File: src/rtl/hamming_secded_decoder_pipe_if.sv
// Valid/ready bus for the SEC-DED read-path decoder: codeword in, decoded beat plus
// error flags out, and the event-counter clear/readback.
interface hamming_secded_decoder_pipe_if #(
    parameter int DATA_W = 8,
    parameter int CNT_W  = 16
);
    function automatic int calc_par_w(input int dw);
        int r;
        r = 1;
        for (int i = 0; i < 16; i++) begin
            if ((1 << r) < (dw + r + 1)) begin
                r = r + 1;
            end
        end
        return r;
    endfunction

    localparam int PAR_W  = calc_par_w(DATA_W);
    localparam int CODE_W = DATA_W + PAR_W + 1;

    logic [CODE_W-1:0] in_code;
    logic              in_valid;
    logic              in_ready;
    logic              correct_en;
    logic [DATA_W-1:0] out_data;
    logic              out_valid;
    logic              out_ready;
    logic [PAR_W-1:0]  out_syndrome;
    logic              err_corrected;
    logic              err_uncorrectable;
    logic              cnt_clr;
    logic [CNT_W-1:0]  corr_count;
    logic [CNT_W-1:0]  uncorr_count;

    modport master (
        output in_code, in_valid, correct_en, out_ready, cnt_clr,
        input  in_ready, out_data, out_valid, out_syndrome,
               err_corrected, err_uncorrectable, corr_count, uncorr_count
    );

    modport slave (
        input  in_code, in_valid, correct_en, out_ready, cnt_clr,
        output in_ready, out_data, out_valid, out_syndrome,
               err_corrected, err_uncorrectable, corr_count, uncorr_count
    );
endinterface

File: src/rtl/hamming_secded_decoder_pipe.sv
// Two-stage pipelined Hamming SEC-DED decoder with valid/ready backpressure and
// saturating corrected/uncorrectable event counters.
module hamming_secded_decoder_pipe #(
    parameter int DATA_W = 8,
    parameter int CNT_W  = 16
) (
    input logic                        clk,
    input logic                        rst_n,
    hamming_secded_decoder_pipe_if.slave bus
);
    function automatic int calc_par_w(input int dw);
        int r;
        r = 1;
        for (int i = 0; i < 16; i++) begin
            if ((1 << r) < (dw + r + 1)) begin
                r = r + 1;
            end
        end
        return r;
    endfunction

    localparam int                PAR_W   = calc_par_w(DATA_W);
    localparam int                CODE_W  = DATA_W + PAR_W + 1;
    localparam logic [PAR_W-1:0]  MAX_POS = PAR_W'(CODE_W - 1);
    localparam logic [CNT_W-1:0]  CNT_MAX = {CNT_W{1'b1}};

    // Syndrome bit k covers every position (excluding overall parity bit 0) with index bit k set.
    function automatic logic [PAR_W-1:0] f_syndrome(input logic [CODE_W-1:0] code);
        logic [PAR_W-1:0] s;
        s = '0;
        for (int k = 0; k < PAR_W; k++) begin
            for (int pos = 1; pos < CODE_W; pos++) begin
                s[k] = s[k] ^ (code[pos] & pos[k]);
            end
        end
        return s;
    endfunction

    function automatic logic f_overall_parity(input logic [CODE_W-1:0] code);
        return ^code;
    endfunction

    // Data bits sit at the non-power-of-two positions, in ascending order.
    function automatic logic [DATA_W-1:0] f_extract(input logic [CODE_W-1:0] code);
        logic [DATA_W-1:0] d;
        int                idx;
        d   = '0;
        idx = 0;
        for (int pos = 1; pos < CODE_W; pos++) begin
            if ((pos & (pos - 1)) != 0) begin
                d[idx] = code[pos];
                idx    = idx + 1;
            end else begin
                idx = idx;
            end
        end
        return d;
    endfunction

    logic              advance_s;
    logic              consume_s;
    logic [PAR_W-1:0]  syn_d;
    logic              par_d;

    logic              s1_valid_q;
    logic [CODE_W-1:0] s1_code_q;
    logic [PAR_W-1:0]  s1_syn_q;
    logic              s1_par_q;
    logic              s1_cen_q;

    logic              do_flip_s;
    logic [CODE_W-1:0] fixed_s;
    logic [DATA_W-1:0] data_d;
    logic              corr_d;
    logic              uncorr_d;

    logic              out_valid_q;
    logic [DATA_W-1:0] out_data_q;
    logic [PAR_W-1:0]  out_syn_q;
    logic              err_corr_q;
    logic              err_uncorr_q;
    logic [CNT_W-1:0]  corr_cnt_q;
    logic [CNT_W-1:0]  uncorr_cnt_q;

    assign advance_s = !out_valid_q || bus.out_ready;
    assign consume_s = out_valid_q && bus.out_ready;
    assign syn_d     = f_syndrome(bus.in_code);
    assign par_d     = f_overall_parity(bus.in_code);

    // Stage 1: capture the codeword with its syndrome and overall parity.
    always_ff @(posedge clk or negedge rst_n) begin
        if (!rst_n) begin
            s1_valid_q <= 1'b0;
            s1_code_q  <= '0;
            s1_syn_q   <= '0;
            s1_par_q   <= 1'b0;
            s1_cen_q   <= 1'b0;
        end else if (advance_s) begin
            s1_valid_q <= bus.in_valid;
            s1_code_q  <= bus.in_code;
            s1_syn_q   <= syn_d;
            s1_par_q   <= par_d;
            s1_cen_q   <= bus.correct_en;
        end
    end

    // Classify the stage-1 beat and build the corrected codeword.
    always_comb begin
        corr_d    = 1'b0;
        uncorr_d  = 1'b0;
        do_flip_s = 1'b0;
        fixed_s   = s1_code_q;
        if (s1_syn_q == '0) begin
            corr_d = s1_par_q;
        end else if (s1_par_q) begin
            if (s1_syn_q <= MAX_POS) begin
                corr_d    = 1'b1;
                do_flip_s = s1_cen_q;
            end else begin
                uncorr_d = 1'b1;
            end
        end else begin
            uncorr_d = 1'b1;
        end
        for (int pos = 1; pos < CODE_W; pos++) begin
            fixed_s[pos] = s1_code_q[pos] ^ (do_flip_s && (PAR_W'(pos) == s1_syn_q));
        end
        data_d = f_extract(fixed_s);
    end

    // Stage 2: output beat register; holds while the consumer stalls.
    always_ff @(posedge clk or negedge rst_n) begin
        if (!rst_n) begin
            out_valid_q  <= 1'b0;
            out_data_q   <= '0;
            out_syn_q    <= '0;
            err_corr_q   <= 1'b0;
            err_uncorr_q <= 1'b0;
        end else if (advance_s) begin
            out_valid_q  <= s1_valid_q;
            out_data_q   <= data_d;
            out_syn_q    <= s1_syn_q;
            err_corr_q   <= corr_d;
            err_uncorr_q <= uncorr_d;
        end
    end

    // Saturating event counters; a clear wins over a same-cycle increment.
    always_ff @(posedge clk or negedge rst_n) begin
        if (!rst_n) begin
            corr_cnt_q   <= '0;
            uncorr_cnt_q <= '0;
        end else if (bus.cnt_clr) begin
            corr_cnt_q   <= '0;
            uncorr_cnt_q <= '0;
        end else begin
            if (consume_s && err_corr_q && (corr_cnt_q != CNT_MAX)) begin
                corr_cnt_q <= corr_cnt_q + {{(CNT_W-1){1'b0}}, 1'b1};
            end
            if (consume_s && err_uncorr_q && (uncorr_cnt_q != CNT_MAX)) begin
                uncorr_cnt_q <= uncorr_cnt_q + {{(CNT_W-1){1'b0}}, 1'b1};
            end
        end
    end

    assign bus.in_ready          = advance_s;
    assign bus.out_valid         = out_valid_q;
    assign bus.out_data          = out_data_q;
    assign bus.out_syndrome      = out_syn_q;
    assign bus.err_corrected     = err_corr_q;
    assign bus.err_uncorrectable = err_uncorr_q;
    assign bus.corr_count        = corr_cnt_q;
    assign bus.uncorr_count      = uncorr_cnt_q;
endmodule
File: src/flat_wrapper.sv
// flat-port wrapper written by rule: the top's interface ports become plain ports
module hamming_secded_decoder_pipe_flat 
#(
    parameter int DATA_W = 8,
    parameter int CNT_W  = 16
)
  (clk, rst_n, bus_in_code, bus_in_valid, bus_correct_en, bus_out_ready, bus_cnt_clr, bus_in_ready, bus_out_data, bus_out_valid, bus_out_syndrome, bus_err_corrected, bus_err_uncorrectable, bus_corr_count, bus_uncorr_count);
  hamming_secded_decoder_pipe_if #(.DATA_W(DATA_W), .CNT_W(CNT_W)) bus_i ();
  input logic clk;
  input logic rst_n;
  input wire logic [$bits(bus_i.in_code)-1:0] bus_in_code;
  input wire logic [$bits(bus_i.in_valid)-1:0] bus_in_valid;
  input wire logic [$bits(bus_i.correct_en)-1:0] bus_correct_en;
  input wire logic [$bits(bus_i.out_ready)-1:0] bus_out_ready;
  input wire logic [$bits(bus_i.cnt_clr)-1:0] bus_cnt_clr;
  output wire logic [$bits(bus_i.in_ready)-1:0] bus_in_ready;
  output wire logic [$bits(bus_i.out_data)-1:0] bus_out_data;
  output wire logic [$bits(bus_i.out_valid)-1:0] bus_out_valid;
  output wire logic [$bits(bus_i.out_syndrome)-1:0] bus_out_syndrome;
  output wire logic [$bits(bus_i.err_corrected)-1:0] bus_err_corrected;
  output wire logic [$bits(bus_i.err_uncorrectable)-1:0] bus_err_uncorrectable;
  output wire logic [$bits(bus_i.corr_count)-1:0] bus_corr_count;
  output wire logic [$bits(bus_i.uncorr_count)-1:0] bus_uncorr_count;
  assign bus_i.in_code = bus_in_code;
  assign bus_i.in_valid = bus_in_valid;
  assign bus_i.correct_en = bus_correct_en;
  assign bus_i.out_ready = bus_out_ready;
  assign bus_i.cnt_clr = bus_cnt_clr;
  assign bus_in_ready = bus_i.in_ready;
  assign bus_out_data = bus_i.out_data;
  assign bus_out_valid = bus_i.out_valid;
  assign bus_out_syndrome = bus_i.out_syndrome;
  assign bus_err_corrected = bus_i.err_corrected;
  assign bus_err_uncorrectable = bus_i.err_uncorrectable;
  assign bus_corr_count = bus_i.corr_count;
  assign bus_uncorr_count = bus_i.uncorr_count;
  hamming_secded_decoder_pipe #(.DATA_W(DATA_W), .CNT_W(CNT_W)) u_core (.clk(clk), .rst_n(rst_n), .bus(bus_i));
endmodule
File: config.mk
export PLATFORM = sky130hd
export DESIGN_NAME = hamming_secded_decoder_pipe_flat
export DESIGN_NICKNAME = d
export VERILOG_FILES = /design/src/rtl/hamming_secded_decoder_pipe_if.sv /design/src/rtl/hamming_secded_decoder_pipe.sv /design/src/flat_wrapper.sv
export SDC_FILE = /design/constraint.sdc
export NUM_CORES = 1
export LEC_CHECK = 0
export CAP_MARGIN = 20
export CORE_MARGIN = 4
export CORE_UTILIZATION = 57
export DETAILED_ROUTE_END_ITERATION = 6
export DONT_BUFFER_PORTS = 1
export PLACE_DENSITY = 0.78
export RECOVER_POWER = 25
export SYNTH_ARGS = -nofsm -noshare
export SYNTH_HDL_FRONTEND = slang
export SYNTH_SLANG_ARGS = --single-unit
export TNS_END_PERCENT = 30
File: constraint.sdc
create_clock -name clk -period 1.9 [get_ports clk]
set_input_delay 0.38 -clock clk [delete_from_list [all_inputs] [get_ports clk]]
set_output_delay 0.38 -clock clk [all_outputs]
set_load 0.02 [all_outputs]
# == Word-level counts from Yosys, hierarchy flattened ==
# Cells that the tools add are included.
# op_classes
reduce_logical,19
eq_ne,10
order_cmp,1
n_addsub,2
n_bitwise,26
mul,0
n_div,0
muxes,13
shift,0
# ops
cell,n
$mux W16,4
$add A16 B1 Y16 const B,2
$ne A16 B16 Y1 const B,2
$xor A1 B1 Y1,26
$eq A4 B4 Y1 const A,4
$logic_and A1 B1 Y1,13
$reduce_xor A13 Y1,1
$eq A3 B4 Y1 const A,3
$mux W1,9
$eq A2 B4 Y1 const A,1
$le A4 B4 Y1 const B,1
$logic_not A4 Y1,1
$reduce_bool A2 Y1,2
$logic_not A1 Y1,1
$logic_or A1 B1 Y1,1
# word_totals
romBits,0
inputBits,19
mem_bits_rw,0
word_cells,83
output_inout_bits,48
regBits,67
latchBits,0
mem_count,0

# == Logic depth before layout (Yosys ltp) ==
# Gate-level depths: netlist of run 1.
# depth
depth_word,6
ltp_mapped,7

# == Worst setup path before layout of run 1 ==
# Ideal clock, no wire load.
# synth_path
path_kind,reg-to-reg
from,"register u_core.corr_cnt_q[0], in the netlist u_core.bus.corr_count[0]"
to,"register u_core.corr_cnt_q[1], in the netlist u_core.bus.corr_count[1]"
setup_ns,0.132
stages_incl_launch_ff,8
synth_period_minus_slack_ns,1.970
setup_slack_ns,-0.070
required_ns,1.768
arrival_time_ns,1.838
n_path_buf,1
path_cell_list,dfrtp_1 -> ha_1 -> inv_1 -> or4_4 -> buf_6 -> o21ai_4 -> mux2i_1 -> nor2_1
# synth_via
elab_chain_len,3
# synth_rtl
item,line_no,source
from (decl),hamming_secded_decoder_pipe.sv:82,logic [CNT_W-1:0] corr_cnt_q;
from (signal assigned),hamming_secded_decoder_pipe.sv:158,"corr_cnt_q <= corr_cnt_q + {{(CNT_W-1){1'b0}}, 1'b1};"
$add A16 B1 Y16 / $ne A16 B16 Y1 (equally long branches),"hamming_secded_decoder_pipe.sv:158, hamming_secded_decoder_pipe.sv:157",
$mux W16 / $logic_and A1 B1 Y1 (equally long branches),hamming_secded_decoder_pipe.sv:157,if (consume_s && err_corr_q && (corr_cnt_q != CNT_MAX)) begin
$mux W16 / $reduce_bool A2 Y1 (equally long branches),-,
# Parallel ways exist; a longest one is shown, timed or not. The select of a mux whose other input is x is not followed.
# A chain may end at the register's enable or synchronous reset.

# == Worst setup path in the final report of run 1 ==
# layout_path
from,"register u_core.corr_cnt_q[3], in the netlist u_core.bus.corr_count[3]"
to,"register u_core.corr_cnt_q[1], in the netlist u_core.bus.corr_count[1]"
# layout_via
elab_chain_len,3
# layout_rtl
item,line_no
$ne A16 B16 Y1,hamming_secded_decoder_pipe.sv:157
$logic_and A1 B1 Y1,hamming_secded_decoder_pipe.sv:157
$reduce_bool A2 Y1 (no line),-
# Every way passes these cells.

==> metrics.csv, run 1 <==
metric,value,unit
final_cell_mix,"nand2_1 (70), dfrtp_1 (58), nor2_1 (44), buf_4 (42), xnor2_1 (40)",
clk_pin_slew,0.06,ns
syn_inst,344,
htreeDepth,3,
reg2reg_to,u_core.bus.corr_count[1],
worst_pin_slew,0.8186,ns
nets,410,
p_clk_share,28.6,%
crit_type,reg -> reg,
slew_headroom,45.42,%
grt_max_degree,63,
area_growth,17.25,%
clockRootBuffer,clkbuf_8,
dpl_cell_area,0.003536,mm^2
syn_area,0.003171,mm^2
syn_nets,365,
syn_avg_cell_area,9.217,um^2
grt_first_pass_wirelength,11.67,mm
detail_route.iter0.violations,127,
place_congestion,0.8402,
setup_viol,0,
yosysWarnings,0,
antenna_found_initial,0,
hp-class,in -> reg,
io_pins,67,
yosysUniqueCellTypes,37,
finalNonFillerCells,463,
num_antenna_cells,0,
vias,2579,
vdd.ir_drop.worst,0.5887,mV
crit_path_end_kind,flop,
tns,0,ns
final_common_cell,nand2_1,
maxSlewViolCount,0,
p_int,2.194,mW
grt_pass1_vias,2513,
postCtsSetupBuffers,0,
critPathMaxFanout,10,
clock_latency,0.33,ns
grt_usage,22.62,%
fmax,557.3,MHz
initial_core_util,60.54,%
finClkSkew,0.006828,ns
die_h,82.58,um
rsz0062_at_grt,no,
cp-start-kind,flop,
wl_per_cell,15.02,um
io_buffers,0,
p_per_area,871.1,mW/mm^2
synth_edf_count,0,
comb_power_share,17.3,%
hold_start,bus_cnt_clr,
grt-ovfl-total,0,
crit_arrival,2.02,ns
switching_power,1.044,mW
place_ws,0.06428,ns
synthArstFlopShare,100.0,%
drive_above_1_share,17.30,%
min_period_over_period,94.45,%
rr_worst_depth,5,
vias_per_cell,5.570,
yosysSeqAreaShare,48.93,%
fin_crit,1.794,ns
die_w,82.58,um
synth_flop_cell,dfrtp_1,
ff2ff_setup_slack,0.11,ns
numCtsBuffers,9,
cts_tree,yes,
crit_required,2.12,ns
p_leak,1.635,nW
post-dp-hpwl,5.033,mm
drv_cap,0,
drtAntennaViolNets,0,
die-area,0.006819,mm^2
setup_ws,0.1055,ns
dr.pass1.iters,4,
ys_ff_latch,62,
routed_wl,6.953,mm
core_area,0.005238,mm^2
cts_max_path_buffers,2,
hold_violations,0,
outcome,finished clean,
design_area,0.003717,mm^2
hold_path_depth,1,
hold_end,u_core.bus.corr_count[2],
cts.sinks,62,
switching_share,32.23,%
drc,0,
dp.cells,446,
power_frac_seq,54.1,%
rows,26,
r2r-start,u_core.bus.corr_count[3],
[registers in the layout (all words and copies together) (netlist names), 4 cells and up]
name                     count
u_core.bus.out_syndrome      4
u_core.s1_code_q             8
u_core.bus.corr_count       16
u_core.bus.uncorr_count     16
u_core.s1_syn_q              4
u_core.bus.out_data          8
[power groups by stage]
stage | logic (mW) | clock network, mW | registers [mW]
final | 0.561 | 0.926 | 1.75
after floorplan | 0.381 | 0 | 1.76
after global routing | 0.643 | 1.02 | 1.78
after global placement | 0.520 | 0 | 1.77
after detailed placement | 0.537 | 0 | 1.78
after CTS | 0.574 | 0.948 | 1.75
[cell type report]
class	count	area (um^2)
Multi-Input combinational cell	266	1569
Sequential cell	62	1556
Fill cell	411	1520
Timing Repair Buffer	44	332.8
Clock buffer	13	138.9
Tap cell	70	87.58
Inverter	6	22.52
Clock inverter	2	10.01
[cells in the mapped netlist (2+ instances only)]
library cell	count	area, um^2
nand2_1	70	262.8
dfrtp_1	62	1551
nor2_1	44	165.2
xnor2_1	40	350.3
o21ai_0	18	90.09
xor2_1	16	140.1
nor4_1	12	75.07
nand3_1	10	50.05
clkbuf_1	9	33.78
a21oi_1	8	40.04
inv_1	6	22.52
nand4_1	6	37.54
a211oi_1	5	37.54
and3_1	4	25.02
nand2b_1	3	18.77
nand4b_1	3	26.28
nor3_1	3	15.01
or2_2	3	18.77
ha_1	2	25.02
mux2i_1	2	20.02
nor2b_1	2	12.51
[kinds of logic (layout without fill, tap and decap cells)]
family,after synthesis,in the layout,synth area share (%)
buf+inv,16,65,2.131
xor+xnor,56,56,15.47
mux,2,2,0.6314
simple gates,167,167,24.31
fa+ha+maj,2,2,0.7891
compound gates,39,39,7.736
flops,62,62,48.93
[metrics by stage]
stage | util, % | hold WS (ns) | power, mW
after floorplan | - | 0.08441 | 2.139
after global placement | 67.51 | 0.08687 | 2.287
after detailed placement | 67.51 | 0.08624 | 2.313
after CTS | 71.07 | 0.09421 | 3.274
after global routing | 70.97 | 0.08364 | 3.444
final | 70.97 | 0.09974 | 3.238
[critical path, cell delays in order, from the launching register on]
cell and delay (ns):
dfrtp_2 0.39, nand4_4 0.15, or4_4 0.62, o21ai_4 0.26, mux2i_1 0.21, nor2_1 0.05
[repair_timing]
action | 4_1_cts | 5_1_grt
hold endpoints to repair | 62 | 0
resized for setup | 0 | 2
hold buffers | 2 | 0
setup endpoints to repair | 0 | 6
[how the worst max path moves through the flow]
stage	end	from	slack, ns
2_1_floorplan	u_core.bus.corr_count[1]	u_core.bus.corr_count[0]	0.007
3_3_place_gp	u_core.bus.corr_count[1]	u_core.bus.corr_count[0]	0.12
3_5_place_dp	u_core.bus.corr_count[1]	u_core.bus.corr_count[0]	0.06
4_1_cts	u_core.bus.corr_count[3]	u_core.bus.corr_count[0]	0.04
5_1_grt	u_core.bus.corr_count[1]	u_core.bus.corr_count[4]	0.02
6_report	u_core.bus.corr_count[1]	u_core.bus.corr_count[3]	0.11
[metal layers]
metal	part of all wire, %	GRT usage [%]	wire length [um]	up-vias
met2	47	33.73	3242	85
met4	2.0	10.95	140	0
li1	-	-	-	1255
met1	44	30.29	3033	1227
met5	0	0	0	-
met3	7.7	6.399	537	12
(Power assumes the default switching activity.)
==> inputs of run 2 (changes only) <==
--- a/config.mk
+++ b/config.mk
@@ -11,7 +11,6 @@
 export DETAILED_ROUTE_END_ITERATION = 6
 export DONT_BUFFER_PORTS = 1
 export PLACE_DENSITY = 0.78
-export RECOVER_POWER = 25
 export SYNTH_ARGS = -nofsm -noshare
 export SYNTH_HDL_FRONTEND = slang
 export SYNTH_SLANG_ARGS = --single-unit
==> constraint.sdc (replaced) <==
create_clock -name clk -period 1.9 [get_ports clk]
set_input_delay 0.19 -clock clk [delete_from_list [all_inputs] [get_ports clk]]
set_output_delay 0.19 -clock clk [all_outputs]
set_load 0.02 [all_outputs]
==> run 2 against run 1 <==
Against the previous run: first-iteration DRC count fell by 7.1%; clock skew shrank 0.0016 ns; critical path depth stayed put; via count grew 0.85%; register-to-register slack got worse by 0.03 ns; count of clock-buffer cells in the layout down 1; critical path type unchanged.
==> metrics.csv, run 2 (synthesis gave the netlist of run 1 again) <==
metric,value,unit,change
outcome,finished clean,,unchanged
maxSlewViolCount,0,,unchanged
finClkSkew,0.005262,ns,was 0.006828 ns
crit_type,reg -> reg,,unchanged
detail_route.iter0.violations,118,,was 127
area_growth,23.36,%,was 17.25%
switching_power,1.091,mW,was 1.044 mW
wl_per_cell,15.07,um,was 15.02 um
fin_crit,1.823,ns,was 1.794 ns
dr.pass1.iters,4,,unchanged
place_congestion,0.8416,,was 0.8402
htreeDepth,3,,unchanged
numCtsBuffers,9,,unchanged
grt-ovfl-total,0,,unchanged
die-area,0.006819,mm^2,unchanged
p_clk_share,33.0,%,was 28.6%
dp.cells,446,,unchanged
postLayoutCoreUtil,74.68,%,was 70.97%
min_period_over_period,95.97,%,was 94.45%
io_pins,67,,unchanged
clk_pin_slew,0.06,ns,about the same
grt_max_degree,63,,unchanged
slew_headroom,69.49,%,was 45.42%
tns,0,ns,unchanged
multiInputGateArea,0.001554,mm^2,was 0.001569 mm^2
setup_viol,0,,unchanged
nets,422,,was 410
antenna_found_initial,0,,unchanged
crit_path_end_kind,flop,,unchanged
critPathMaxFanout,10,,unchanged
rsz0062_at_grt,yes,,was no
p_leak,1.724,nW,was 1.635 nW
worst_pin_slew,0.4535,ns,was 0.8186 ns
clockRootBuffer,clkbuf_8,,unchanged
core_area,0.005238,mm^2,unchanged
grt_pass1_vias,2462,,"was 2,513"
io_buffers,0,,unchanged
vias_per_cell,5.464,,was 5.570
crit_required,2.11,ns,was 2.12 ns
comb_power_share,17.2,%,was 17.3%
layout.area.seq,0.001556,mm^2,unchanged
hold_violations,0,,unchanged
clock_latency,0.33,ns,about the same
cts_tree,yes,,unchanged
hp-class,in -> reg,,unchanged
routed_wl,7.171,mm,was 6.953 mm
die_h,82.58,um,unchanged
num_antenna_cells,0,,unchanged
finalNonFillerCells,476,,was 463
fillerInstances,371,,was 411
initial_core_util,60.54,%,unchanged
p_per_area,899.2,mW/mm^2,was 871.1 mW/mm^2
final_common_cell,nand2_1,,unchanged
grt_usage,22.91,%,was 22.62%
total_power,3.517,mW,was 3.238 mW
cp-start-kind,flop,,unchanged
cts.sinks,62,,unchanged
drive_above_1_share,17.73,%,was 17.30%
drv_cap,0,,unchanged
postCtsSetupBuffers,0,,unchanged
switching_share,31.02,%,was 32.23%
power_frac_seq,49.9,%,was 54.1%
drc,0,,unchanged
crit_arrival,2.03,ns,was 2.02 ns
drtAntennaViolNets,0,,unchanged
post-dp-hpwl,4.893,mm,was 5.033 mm
vdd.ir_drop.worst,0.7334,mV,was 0.5887 mV
fmax,548.4,MHz,was 557.3 MHz
cts_max_path_buffers,2,,unchanged
p_int,2.426,mW,was 2.194 mW
grt_first_pass_wirelength,11.74,mm,was 11.67 mm
die_w,82.58,um,unchanged
vias,2601,,"was 2,579"
final_cell_mix,"nand2_1 (70), dfrtp_1 (58), nor2_1 (44), buf_4 (42), xnor2_1 (40)",,unchanged
rows,26,,unchanged
## run 2: area by class of cell
class                           count  area share (%)
Timing Repair Buffer               56           12.54
Clock buffer                       12           3.967
Inverter                            6          0.5758
Multi-Input combinational cell    266           39.73
Sequential cell                    62           39.80
Clock inverter                      4           1.152
Tap cell                           70           2.239
## run 2: what timing repair did
item                                    CTS  global route
hold endpoints to repair                102             0
resized for setup                         0             2
hold buffers                             13             0
endpoints found under the setup margin    0             5
## run 2: critical path: stages, from the launching register on
cell	delay [ns]
dfrtp_2	0.36
nand4_2	0.20
or4_4	0.64
o21ai_4	0.23
mux2i_1	0.20
nor2_1	0.06
## run 2: worst paths after layout
kind,startpoint,to,slack (ns),cells past startpoint
min reg2reg,u_core.s1_valid_q,u_core.bus.out_valid,0.46,1
min in group asynchronous,rst_n,u_core.bus.corr_count[8],0.40,2
max in group asynchronous,rst_n,u_core.bus.corr_count[0],1.23,2
min,bus_cnt_clr,u_core.bus.corr_count[6],0.02,2
max,u_core.bus.corr_count[3],u_core.bus.corr_count[1],0.08,5
max reg2reg,u_core.bus.corr_count[3],u_core.bus.corr_count[1],0.08,5
## run 2: layer usage
layer,global-route usage [%],part of all wire [%],up-vias
met2,35.66,48,98
met3,5.748,8.6,11
met5,0,0,-
li1,-,-,1283
met1,30.02,42,1209
met4,10.78,1.5,0
## run 2: power groups by stage
stage / Clock (mW) / Combinational (mW) / Sequential, mW
6_report: 1.16 / 0.604 / 1.75
5_1_grt: 1.24 / 0.680 / 1.78
4_1_cts: 1.18 / 0.597 / 1.75
3_5_place_dp: 0 / 0.531 / 1.77
3_3_place_gp: 0 / 0.520 / 1.77
2_1_floorplan: 0 / 0.381 / 1.76
## run 2: through the flow
stage / hold slack [ns] / setup slack [ns] / area [um^2]
after floorplan: -0.1056 / 0.006578 / 3176
after global placement: -0.1032 / 0.1149 / 3536
after detailed placement: -0.1037 / 0.06678 / 3536
after CTS: 0.0004810 / 0.005825 / 3884
after global routing: 0.004574 / -0.001635 / 3911
final: 0.02107 / 0.07656 / 3911
